<file path="src/rtl/tlul_pkg.sv">
// TL-UL bus parameters and channel bundles.
// Shared by every TileLink-UL block on this crossbar.
package top_pkg;
  localparam int TL_AW  = 32;
  localparam int TL_DW  = 32;
  localparam int TL_AIW = 8;
  localparam int TL_DIW = 1;
  localparam int TL_DBW = TL_DW / 8;
  localparam int TL_SZW = 2;
endpackage

package tlul_pkg;
  import top_pkg::*;

  typedef struct packed {
    logic              a_valid;
    logic [2:0]        a_opcode;
    logic [2:0]        a_param;
    logic [TL_SZW-1:0] a_size;
    logic [TL_AIW-1:0] a_source;
    logic [TL_AW-1:0]  a_address;
    logic [TL_DBW-1:0] a_mask;
    logic [TL_DW-1:0]  a_data;
    logic              d_ready;
  } tl_h2d_t;

  typedef struct packed {
    logic              d_valid;
    logic [2:0]        d_opcode;
    logic [2:0]        d_param;
    logic [TL_SZW-1:0] d_size;
    logic [TL_AIW-1:0] d_source;
    logic [TL_DIW-1:0] d_sink;
    logic [TL_DW-1:0]  d_data;
    logic              d_error;
    logic              a_ready;
  } tl_d2h_t;
endpackage

</file>
<file path="src/rtl/tlul_host_arb.sv">
// M:1 TL-UL host arbiter: round-robin with grant lock,
// outstanding limit, and source-tagged response routing.
module tlul_host_arb
  import tlul_pkg::*;
#(
  parameter int M      = 4,
  parameter int MaxOut = 4
) (
  input  logic            clk_i,
  input  logic            rst_ni,
  input  tl_h2d_t [M-1:0] tl_h_i,
  output tl_d2h_t [M-1:0] tl_h_o,
  output tl_h2d_t         tl_d_o,
  input  tl_d2h_t         tl_d_i
);
  localparam int IDW = $clog2(M);
  localparam int CW  = $clog2(MaxOut + 1);
  localparam int AIW = top_pkg::TL_AIW;

  logic [IDW-1:0] rr_ptr_q, rr_ptr_d;
  logic [IDW-1:0] lock_idx_q, lock_idx_d;
  logic           lock_q, lock_d;
  logic [CW-1:0]  out_cnt_q, out_cnt_d;

  logic [IDW-1:0] gnt_idx, rsp_idx;
  logic           gnt_vld, full, rsp_ok;
  logic           a_acc, d_acc;
  tl_h2d_t        gnt_req;

  // Pick the granted host: locked host, else first requester from rr_ptr.
  always_comb begin
    logic [IDW-1:0] cand;
    cand    = '0;
    gnt_vld = 1'b0;
    gnt_idx = '0;
    if (lock_q) begin
      gnt_vld = 1'b1;
      gnt_idx = lock_idx_q;
    end else begin
      for (int k = M - 1; k >= 0; k--) begin
        cand = IDW'((int'(rr_ptr_q) + k) % M);
        if (tl_h_i[cand].a_valid) begin
          gnt_vld = 1'b1;
          gnt_idx = cand;
        end
      end
    end
  end

  assign full    = (out_cnt_q == CW'(MaxOut));
  assign rsp_idx = tl_d_i.d_source[IDW-1:0];
  assign rsp_ok  = int'(rsp_idx) < M;

  // Request mux, ready fan-out and response demux.
  always_comb begin
    gnt_req         = tl_h_i[gnt_idx];
    gnt_req.d_ready = 1'b0;
    tl_d_o          = gnt_req;
    tl_d_o.a_valid  = gnt_vld & gnt_req.a_valid & ~full;
    tl_d_o.a_source = {gnt_req.a_source[AIW-1-IDW:0], gnt_idx};
    tl_d_o.d_ready  = rsp_ok ? tl_h_i[rsp_idx].d_ready : 1'b1;
    for (int i = 0; i < M; i++) begin
      tl_h_o[i]          = tl_d_i;
      tl_h_o[i].d_source = tl_d_i.d_source >> IDW;
      tl_h_o[i].d_valid  = tl_d_i.d_valid & (rsp_idx == IDW'(i));
      tl_h_o[i].a_ready  = gnt_vld & (gnt_idx == IDW'(i))
                         & tl_d_i.a_ready & ~full;
    end
  end

  assign a_acc = tl_d_o.a_valid & tl_d_i.a_ready;
  assign d_acc = tl_d_i.d_valid & tl_d_o.d_ready;

  // Lock on a stalled offer, rotate on accept, track outstanding.
  always_comb begin
    lock_d     = lock_q;
    lock_idx_d = lock_idx_q;
    rr_ptr_d   = rr_ptr_q;
    out_cnt_d  = out_cnt_q;
    if (a_acc) begin
      lock_d   = 1'b0;
      rr_ptr_d = IDW'((int'(gnt_idx) + 1) % M);
    end else if (tl_d_o.a_valid) begin
      lock_d     = 1'b1;
      lock_idx_d = gnt_idx;
    end
    if (a_acc && !d_acc) begin
      out_cnt_d = out_cnt_q + CW'(1);
    end else if (!a_acc && d_acc) begin
      out_cnt_d = out_cnt_q - CW'(1);
    end
  end

  // Arbiter state registers.
  always_ff @(posedge clk_i or negedge rst_ni) begin
    if (!rst_ni) begin
      rr_ptr_q   <= '0;
      lock_q     <= 1'b0;
      lock_idx_q <= '0;
      out_cnt_q  <= '0;
    end else begin
      rr_ptr_q   <= rr_ptr_d;
      lock_q     <= lock_d;
      lock_idx_q <= lock_idx_d;
      out_cnt_q  <= out_cnt_d;
    end
  end

  a_no_ovf: assert property (@(posedge clk_i) disable iff (!rst_ni)
    (a_acc && !d_acc) |-> out_cnt_q != CW'(MaxOut));
  a_no_unf: assert property (@(posedge clk_i) disable iff (!rst_ni)
    (d_acc && !a_acc) |-> out_cnt_q != '0);
  a_rsp_rng: assert property (@(posedge clk_i) disable iff (!rst_ni)
    tl_d_i.d_valid |-> rsp_ok);
  a_lock_stb: assert property (@(posedge clk_i) disable iff (!rst_ni)
    lock_q |-> gnt_req.a_valid && gnt_req == $past(gnt_req));

  for (genvar g = 0; g < M; g++) begin : g_src_chk
    a_src_hi: assert property (@(posedge clk_i) disable iff (!rst_ni)
      tl_h_i[g].a_valid |-> tl_h_i[g].a_source[AIW-1 -: IDW] == '0);
  end
endmodule
</file>
<file path="config.mk">
export PLATFORM = sky130hd
export DESIGN_NAME = tlul_host_arb
export DESIGN_NICKNAME = d
export VERILOG_FILES = /design/src/rtl/tlul_pkg.sv /design/src/rtl/tlul_host_arb.sv
export SDC_FILE = /design/constraint.sdc
export NUM_CORES = 1
export LEC_CHECK = 0
export ABC_AREA = 1
export BUFFER_PORTS_ARGS = -buffer_cell sky130_fd_sc_hd__buf_2
export CORE_AREA = 2 2 268 270
export DETAILED_ROUTE_END_ITERATION = 16
export DIE_AREA = 0 0 270 272
export SLEW_MARGIN = 20
export SYNTH_ARGS = -nofsm -noshare
export SYNTH_HDL_FRONTEND = slang
export SYNTH_SLANG_ARGS = --single-unit
export TNS_END_PERCENT = 1
</file>
<file path="constraint.sdc">
create_clock -name clk_i -period 6 [get_ports clk_i]
set_clock_uncertainty 0.05 [all_clocks]
set_input_delay 0.9 -clock clk_i [delete_from_list [all_inputs] [get_ports clk_i]]
set_output_delay 0.9 -clock clk_i [all_outputs]
set_load 0.05 [all_outputs]
</file>
== Word level (Yosys, flattened, before mapping) ==
Cells that the tools add are included.
Storage, ports and cells
  bits in registers: 8
  input bits: 398
  word-level logic and storage cells: 80
Operators by class
  add/sub/neg operators: 6
  magnitude comparators: 6
  equal/unequal tests: 7
  mux-type cells: 26
  bitwise operators: 22
  reduce and logical (&&, ||, !) cells: 9
Operators by type and width (number)
  binary-select mux 86 bit (select 2 bit): 6
  two-way mux 86 bit: 5
  bitwise AND 1 bit: 20
  less-than comparator 2 x 3 -> 1 bit (second input constant): 6
  two-way mux 2 bit: 5
  equality test 2 bit (second input constant): 4
  two-way mux 1 bit: 8
  two-way mux 3 bit: 2
  adder 2 x 1 -> 2 bit (second input constant): 2
  adder 2 bit (second input constant): 2
  equality test 2 x 1 -> 1 bit (second input constant): 2
  logical NOT 2 bit: 2
  nonzero test 2 bit: 2
  adder 3 x 1 -> 3 bit (second input constant): 1
  equality test 3 bit (second input constant): 1
  subtractor 3 x 1 -> 3 bit (second input constant): 1
  logical AND 1 bit: 2
  logical NOT 1 bit: 2
  NOT 1 bit: 2
  AND reduction 2 bit: 1

== Depth between registers and ports, before layout ==
Gate-level depths: netlist of the first run.
  word-level depth: 17
  gate-level depth with buffers: 24
  mapped depth without buffers: 23

== Least setup slack after synthesis of the first run ==
OpenSTA, ideal clock, no wires.
  path kind: input -> output
  from: in tl_h_i[171] (netlist name)
  to: out tl_h_o[0] (netlist name)
  arrival: 3.053 ns
  data required time: 5.050 ns
  path slack: 1.997 ns
  cell stages on the path: 14
  path buffers: 2
  cell sequence: inv_1 nand2_1 and2_1 nand2_1 nand2_1 inv_2 nand2_1 nand2_1 nand3_2 nand2_4 inv_4 buf_8 buf_6 nor3_1
RTL lines
  from (decl): RTL line tlul_host_arb.sv:11  | input tl_h2d_t [M-1:0] tl_h_i,
  to (decl): RTL line tlul_host_arb.sv:12  | output tl_d2h_t [M-1:0] tl_h_o,

==> results.cfg, run 1 <==
[status]
status = finished clean

[floorplan]
io_pins = 692
rows = 98
fp.dieH_um = 272
coreArea_um2 = 70800
die_w_um = 270
die-area_um2 = 73400
start_util_pct = 6.58

[global_route]
grt_max_degree = 88
top_usage_layer = met2
grt_first_pass_wirelength_um = 35900
grt_use_met2_pct = 12.3
grt_pass1_vias = 5727
use_met1_pct = 5.54
overflow = 0
grt_usage_pct = 6.53
use_met3_pct = 3.09
antenna_found_initial = 13

[sta]
period_share_pct = 75.5
hold_slack_ns = 0.434
setup_viol_count_final = 0
max_freq_mhz = 221
tightest_slew_ns = 0.705
slew_viol_final = 0
worst_slack_ns = 1.47
tns_ns = 0
rsz0062_at_grt = no
period_needed_ns = 4.53
timing.slew.headroom_pct = 53.0
hold_viol_final = 0

[cts]
path_clk_slew_ns = 0.04
root_buffer = clkbuf_16
clkSinkCount = 8
cts_buffer_depth = 2
postCtsHoldBufs = 0
ctsResizeCount = 0
clock_latency_ns = 0.24
htreeDepth = 1
cts_buffers = 3
post_cts.repair.setup_buffers = 0
cts_tree = done

[routing]
drt_iter0_drc = 195
avgRoutedWirePerCell_um = 13.4
remaining_drc_errors = 0
viasPerCell = 3.11
vias = 6105
drt-total-wl_um = 26400
drtPass1Iterations = 6
ant_nets = 0

[cells_and_area]
area_growth_pct = 37.7
nFillCells = 8347
drive_above_1_share_pct = 47.1
final_cells = 1960
layout.nets = 1405

[yosys]
syn_avg_cell_area_um2 = 5.85
synthCells = 796
netlist_area_um2 = 4660
synth_cell_types = 31
ys_warn_count = 0
yosysSeqAreaShare_pct = 4.30
synth-seq-cells = 8

[min_path]
hp-class = flop to flop

[setup_path]
cp_max_fo = 87
cp-end-kind = primary output
rrSetupSlack_ns = 2.12
required_ns = 5.05
critical_path_class = primary input to primary output
startpoint_type = primary input
worstPathArrival_ns = 3.58

[job]
maxCapViolCount = 0

[placement]
numPortBuffers = 435
post-dp-hpwl_um = 21900
dp.cells = 1948
dp_slack_ns = 1.50
gp_congestion = 0.891
[sequential cells by signal (all words and copies together) (netlist names)]
register and count:
lock_idx_q 2, lock_q 1, out_cnt_q 3, rr_ptr_q 2
[critical path, cell delays in order]
cell,delay [ns]
buf_2,0.11
inv_1,0.06
nand2_1,0.06
and2_1,0.19
nand2_1,0.06
nand2_1,0.07
nor2_1,0.11
nand2_1,0.07
nand3_2,0.13
nand2_8,0.19
inv_6,0.54
buf_12,0.25
o21ai_1,0.07
o22ai_1,0.28
buf_2,0.33
[layout by cell type (no fill, tap or decap), types with 2 or more instances in the layout]
cell type and instances:
buf_2 435, nor2_1 171, o21ai_0 125, o22ai_1 82, nand2_1 43, o21ai_1 41, inv_1 18, nand3_1 15
buf_4 12, diode_2 9, conb_1 8, dfrtp_1 8, nor3_1 7, nand2_2 6, nand4_1 4, inv_2 3
ha_1 3, clkbuf_16 3, buf_12 3, inv_6 2
[synth_stat cells (all sizes together)]
master  instances  area (um2)
or2             1        6.26
and2            1        6.26
xnor2           1        8.76
buf           241        1840
nand2          51         221
inv            24        97.6
conb            1        3.75
a21oi           1        5.00
xor2            1        8.76
nor3            7        35.0
nor2          172         648
clkbuf         14        52.6
fa              1        20.0
nand4           4        25.0
nand3          16        85.1
dfrtp           8         200
o21ai         166         831
mux2            1        11.3
o22ai          82         513
ha              3        37.5
[layer usage]
metal | vias to the layer above | routed length (um)
met5 | - | 0
met4 | 0 | 1630
met3 | 83 | 3580
met2 | 523 | 13100
met1 | 2601 | 8080
li1 | 2898 | -
[final timing paths]
kind / startpoint / endpoint / depth (start not counted)
max: tl_h_i[171] / tl_d_o[81] / 15
min: lock_idx_q[0] / lock_idx_q[0] / 2
max reg2reg: rr_ptr_q[0] / out_cnt_q[2] / 24
min reg2reg: lock_idx_q[0] / lock_idx_q[0] / 2
max in group asynchronous: rst_ni / lock_idx_q[1] / 1
min in group asynchronous: rst_ni / out_cnt_q[0] / 1
[layout make-up]
cell class	instances	area [um2]	share of cell area (%)
tap	950	1190	18.5
clock buffer	3	75.1	1.17
antenna	9	22.5	0.351
inverter	24	101	1.58
sequential	8	200	3.12
timing repair buffer	450	2330	36.3
multi-input combinational	516	2500	39.0
[metrics by stage]
stage                     utilization, %  cell area [um2]
after floorplan                        -             4680
after global routing                9.06             6410
after global placement              8.93             6320
final                               9.07             6420
after CTS                           9.04             6390
after detailed placement            8.93             6320
[cells by family after synthesis]
| family | Yosys count | share of synthesized area, % |
|---|---|---|
| buf+inv | 279 | 42.8 |
| simple gates | 252 | 22.1 |
| compound gates | 249 | 29.0 |
| flops | 8 | 4.30 |
| fa+ha+maj | 4 | 1.24 |
| xor+xnor | 2 | 0.376 |
| other cells | 1 | 0.0805 |
| mux | 1 | 0.242 |
Power of run 1 is not shown: default switching activity piles up to over one toggle a cycle in this logic, so the estimate is an artifact.
==> run 2, diff against run 1 <==
==> constraint.sdc (replaced) <==
create_clock -name clk_i -period 3.9 [get_ports clk_i]
set_clock_uncertainty 0.05 [all_clocks]
set_input_delay 0.585 -clock clk_i [delete_from_list [all_inputs] [get_ports clk_i]]
set_output_delay 0.585 -clock clk_i [all_outputs]
set_load 0.05 [all_outputs]
==> results.cfg, run 2 (synthesized netlist as in run 1, its figures left out) <==
[cells_and_area]
layout.nets = 1407
final_common_cell = buf_2
final_cell_mix = 434 x buf_2, 171 x nor2_1, 125 x o21ai_0
nFillCells = 8331
regMostFlops = out_cnt_q
top_regs = out_cnt_q: 3 flops, lock_idx_q: 2 flops, rr_ptr_q: 2 flops
drive_above_1_share_pct = 47.2
area_growth_pct = 39.0
largest_reg_flops = 3

[setup_path]
crit_start = rr_ptr_q[0]
worstPathArrival_ns = 3.00
critical_path_class = flop to primary output
crit_path_top_delay_cell = dfrtp_1
startpoint_type = flop
cp_common_cell = nand2_1
cp_cell_sequence = nand2_1, nand2_2, nand2_2, nand2_2, inv_2, nand3_1, nand2_1, nand2_1, nand2_1, nand2_4, buf_4, o21ai_0, o22ai_1, buf_2
rr_endpoint = out_cnt_q[1]
timing.rr.start = rr_ptr_q[0]
reg2reg_depth = 19
cp-end-kind = primary output
critical-path-max-stage-delay_ns = 0.57
cp_max_fo = 34
required_ns = 3.26
rrSetupSlack_ns = 0.60

[cts]
root_buffer = clkbuf_16
path_clk_slew_ns = 0.03
postCtsHoldBufs = 0
htreeDepth = 1
cts_buffer_depth = 2
clkSinkCount = 8
clock_latency_ns = 0.23
cts_buffers = 3
post_cts.repair.setup_buffers = 0
ctsResizeCount = 0
cts_tree = done

[routing]
remaining_drc_errors = 0
viasPerCell = 3.12
avgRoutedWirePerCell_um = 13.3
wl_met3_um = 3900
highest_layer = met4
wl_met2_um = 13000
drtPass1Iterations = 4
m1WireLength_um = 7600
ant_nets = 0
vias = 6118
drt-total-wl_um = 26000
drt_iter0_drc = 261

[sta]
tightest_slew_ns = 0.592
period_share_pct = 93.3
hold_viol_final = 0
period_needed_ns = 3.64
slew_viol_final = 0
rsz0062_at_grt = no
setup_viol_count_final = 0
max_freq_mhz = 275
timing.slew.headroom_pct = 60.1
tns_ns = 0

[global_route]
grt_max_degree = 75
antenna_found_initial = 9
grt_usage_pct = 6.47
grt_pass1_vias = 5714
grt_first_pass_wirelength_um = 35900
overflow = 0

[floorplan]
rows = 98
coreArea_um2 = 70800
die-area_um2 = 73400
die_w_um = 270
io_pins = 692
start_util_pct = 6.58
fp.dieH_um = 272

[placement]
gp_congestion = 0.936
numPortBuffers = 435
post-dp-hpwl_um = 21900

[status]
status = finished clean

[job]
maxCapViolCount = 0

[min_path]
hp-class = primary input to async pin
run 2: cell count changes in the layout (fill, tap and decap cells not counted):
cell and delta:
buf_12 +4, buf_2 -1, buf_4 -1, diode_2 -4
run 2: final cells by class:
| cell class | instances | area [um2] | area share (%) |
|---|---|---|---|
| Antenna cell | 5 | 12.5 | 0.193 |
| Clock buffer | 3 | 75.1 | 1.16 |
| Timing Repair Buffer | 452 | 2390 | 37.0 |
| Sequential cell | 8 | 200 | 3.09 |
| Tap cell | 950 | 1190 | 18.4 |
| Multi-Input combinational cell | 516 | 2500 | 38.6 |
| Inverter | 24 | 101 | 1.57 |
run 2: worst max-delay path by stage:
stage | slack, ns | depth (start not counted) | endpoint
after floorplan | 0.53 | 14 | tl_h_o[0]
after global placement | 0.45 | 15 | tl_d_o[15]
after detailed placement | 0.44 | 15 | tl_d_o[15]
after CTS | 0.30 | 14 | tl_d_o[15]
after global routing | 0.03 | 14 | tl_d_o[15]
final | 0.26 | 14 | tl_d_o[15]
run 2: metrics by stage:
| step | setup slack, ns | instances | area (um2) | hold slack (ns) | utilization, % |
|---|---|---|---|---|---|
| CTS | 0.298 | 1953 | 6460 | 0.152 | 9.13 |
| global route | 0.0255 | 1955 | 6470 | 0.151 | 9.14 |
| floorplan | 0.527 | 803 | 4680 | 0.239 | - |
| detailed placement | 0.443 | 1950 | 6390 | 0.393 | 9.03 |
| finish | 0.261 | 1958 | 6470 | 0.145 | 9.15 |
| global placement | 0.454 | 1950 | 6390 | 0.393 | 9.03 |
run 2: layer usage:
metal | track usage, % | vias up
met5 | 0 | -
met4 | 3.23 | 0
li1 | - | 2892
met1 | 5.61 | 2608
met2 | 12.3 | 536
met3 | 3.13 | 82
run 2: worst max-delay path: cells and delay by family (launching register included):
family / cells / cell delay, ns
flops: 1 / 0.57
simple gates: 9 / 0.71
buf+inv: 3 / 0.72
compound gates: 2 / 0.73
Power of run 2 is left out for the same reason.
==> run 3, diff against run 2 <==
--- a/config.mk
+++ b/config.mk
@@ -7,10 +7,13 @@
 export LEC_CHECK = 0
 export ABC_AREA = 1
 export BUFFER_PORTS_ARGS = -buffer_cell sky130_fd_sc_hd__buf_2
-export CORE_AREA = 2 2 268 270
+export CELL_PAD_IN_SITES_DETAIL_PLACEMENT = 2
+export CELL_PAD_IN_SITES_GLOBAL_PLACEMENT = 2
+export CORE_AREA = 2 2 269 271
 export DETAILED_ROUTE_END_ITERATION = 16
-export DIE_AREA = 0 0 270 272
-export SLEW_MARGIN = 20
+export DIE_AREA = 0 0 271 273
+export PLACE_DENSITY_LB_ADDON = 0.1
+export SKIP_LAST_GASP = 1
 export SYNTH_ARGS = -nofsm -noshare
 export SYNTH_HDL_FRONTEND = slang
 export SYNTH_SLANG_ARGS = --single-unit
==> results.cfg, run 3 (synthesized netlist as in run 1, its figures left out) <==
[status]
status = finished clean

[sta]
tns_ns = 0
hold_viol_final = 0
period_share_pct = 91.7
period_needed_ns = 3.58
slew_viol_final = 0
rsz0062_at_grt = no
max_freq_mhz = 280
hold_slack_ns = 0.152
worst_slack_ns = 0.324
setup_viol_count_final = 0

[global_route]
grt_usage_pct = 8.02
grt_first_pass_wirelength_um = 45600
overflow = 0
grt_max_degree = 61
antenna_found_initial = 7
grt_pass1_vias = 6732

[placement]
gp_congestion = 0.754
numPortBuffers = 435
dp_slack_ns = 0.271
post-dp-hpwl_um = 26600
dpl-instance-area_um2 = 6460

[setup_path]
cp-end-kind = primary output
critical_path_class = flop to primary output
required_ns = 3.26
worstPathArrival_ns = 2.94
cp_max_fo = 57
crit_start = rr_ptr_q[0]
startpoint_type = flop
timing.rr.start = rr_ptr_q[0]
reg2reg_depth = 20

[cells_and_area]
area_growth_pct = 40.4
layout.nets = 1414
final_cell_mix = 435 x buf_2, 171 x nor2_1, 125 x o21ai_0
design_area_um2 = 6540
regMostFlops = out_cnt_q
seq_area_um2 = 201
drive_above_1_share_pct = 47.6
top_regs = out_cnt_q: 3 flops, lock_idx_q: 2 flops, rr_ptr_q: 2 flops
nFillCells = 8646
diodes = 0
multi_input_area_um2 = 2500
final_common_cell = buf_2
largest_reg_flops = 3

[cts]
clock_latency_ns = 0.23
path_clk_slew_ns = 0.04
root_buffer = clkbuf_16
htreeDepth = 1
post_cts.repair.setup_buffers = 0
cts_buffer_depth = 2
cts_buffers = 3
clkSinkCount = 8
cts_tree = done

[routing]
viasPerCell = 3.12
drt_iter0_drc = 81
drt-total-wl_um = 32000
ant_nets = 0
remaining_drc_errors = 0
drtPass1Iterations = 4
avgRoutedWirePerCell_um = 16.3
vias = 6124

[floorplan]
fp.dieH_um = 273
rows = 98
io_pins = 692
die-area_um2 = 74000
coreArea_um2 = 71000
start_util_pct = 6.56
die_w_um = 271

[min_path]
hp-class = primary input to async pin

[job]
maxCapViolCount = 0
[run 3: area by class of cell]
cell class	count	share of cell area (%)
Clock buffer	3	1.15
Inverter	24	1.55
Multi-Input combinational cell	516	38.2
Sequential cell	8	3.08
Tap cell	950	18.2
Timing Repair Buffer	459	37.8
[run 3: layer usage]
metal  wire length, um  track usage (%)  up-vias
met4               800             2.02        8
met2             16200             14.7      322
met1             12100             8.85     2826
met3              2800             2.64       65
li1                  -                -     2903
met5                48                0        -
[run 3: final timing paths]
| path | to | slack, ns |
|---|---|---|
| min reg2reg | lock_idx_q[0] | 0.44 |
| max in group asynchronous | rr_ptr_q[0] | 3.45 |
| max reg2reg | out_cnt_q[1] | 0.68 |
| max | tl_d_o[6] | 0.32 |
| min in group clk_i | lock_idx_q[0] | 0.44 |
| min | rr_ptr_q[1] | 0.15 |
[run 3: through the flow]
| step | util, % | instances |
|---|---|---|
| after floorplan | - | 803 |
| after global placement | 9.10 | 1957 |
| after detailed placement | 9.10 | 1957 |
| after CTS | 9.21 | 1960 |
| after global routing | 9.21 | 1960 |
| final | 9.21 | 1960 |
[run 3: timing repair]
| action | in CTS | in global routing |
|---|---|---|
| resized for setup | 0 | 2 |
| setup endpoints to repair | 0 | 22 |
| hold buffers | 0 | 0 |
[run 3: critical path, stage by stage (launching register included)]
cell and delay [ns]:
dfrtp_2 0.49, inv_6 0.11, nand2_1 0.06, nand2_1 0.11
nand2_1 0.07, nand2_2 0.09, inv_2 0.04, nand2_1 0.06
nand2_1 0.06, nand2_1 0.08, nand3_2 0.16, nand2_8 0.15
buf_12 0.23, buf_4 0.31, nor2_1 0.07, o22ai_1 0.16
buf_4 0.16, buf_2 0.25
Power of run 3 is left out for the same reason.
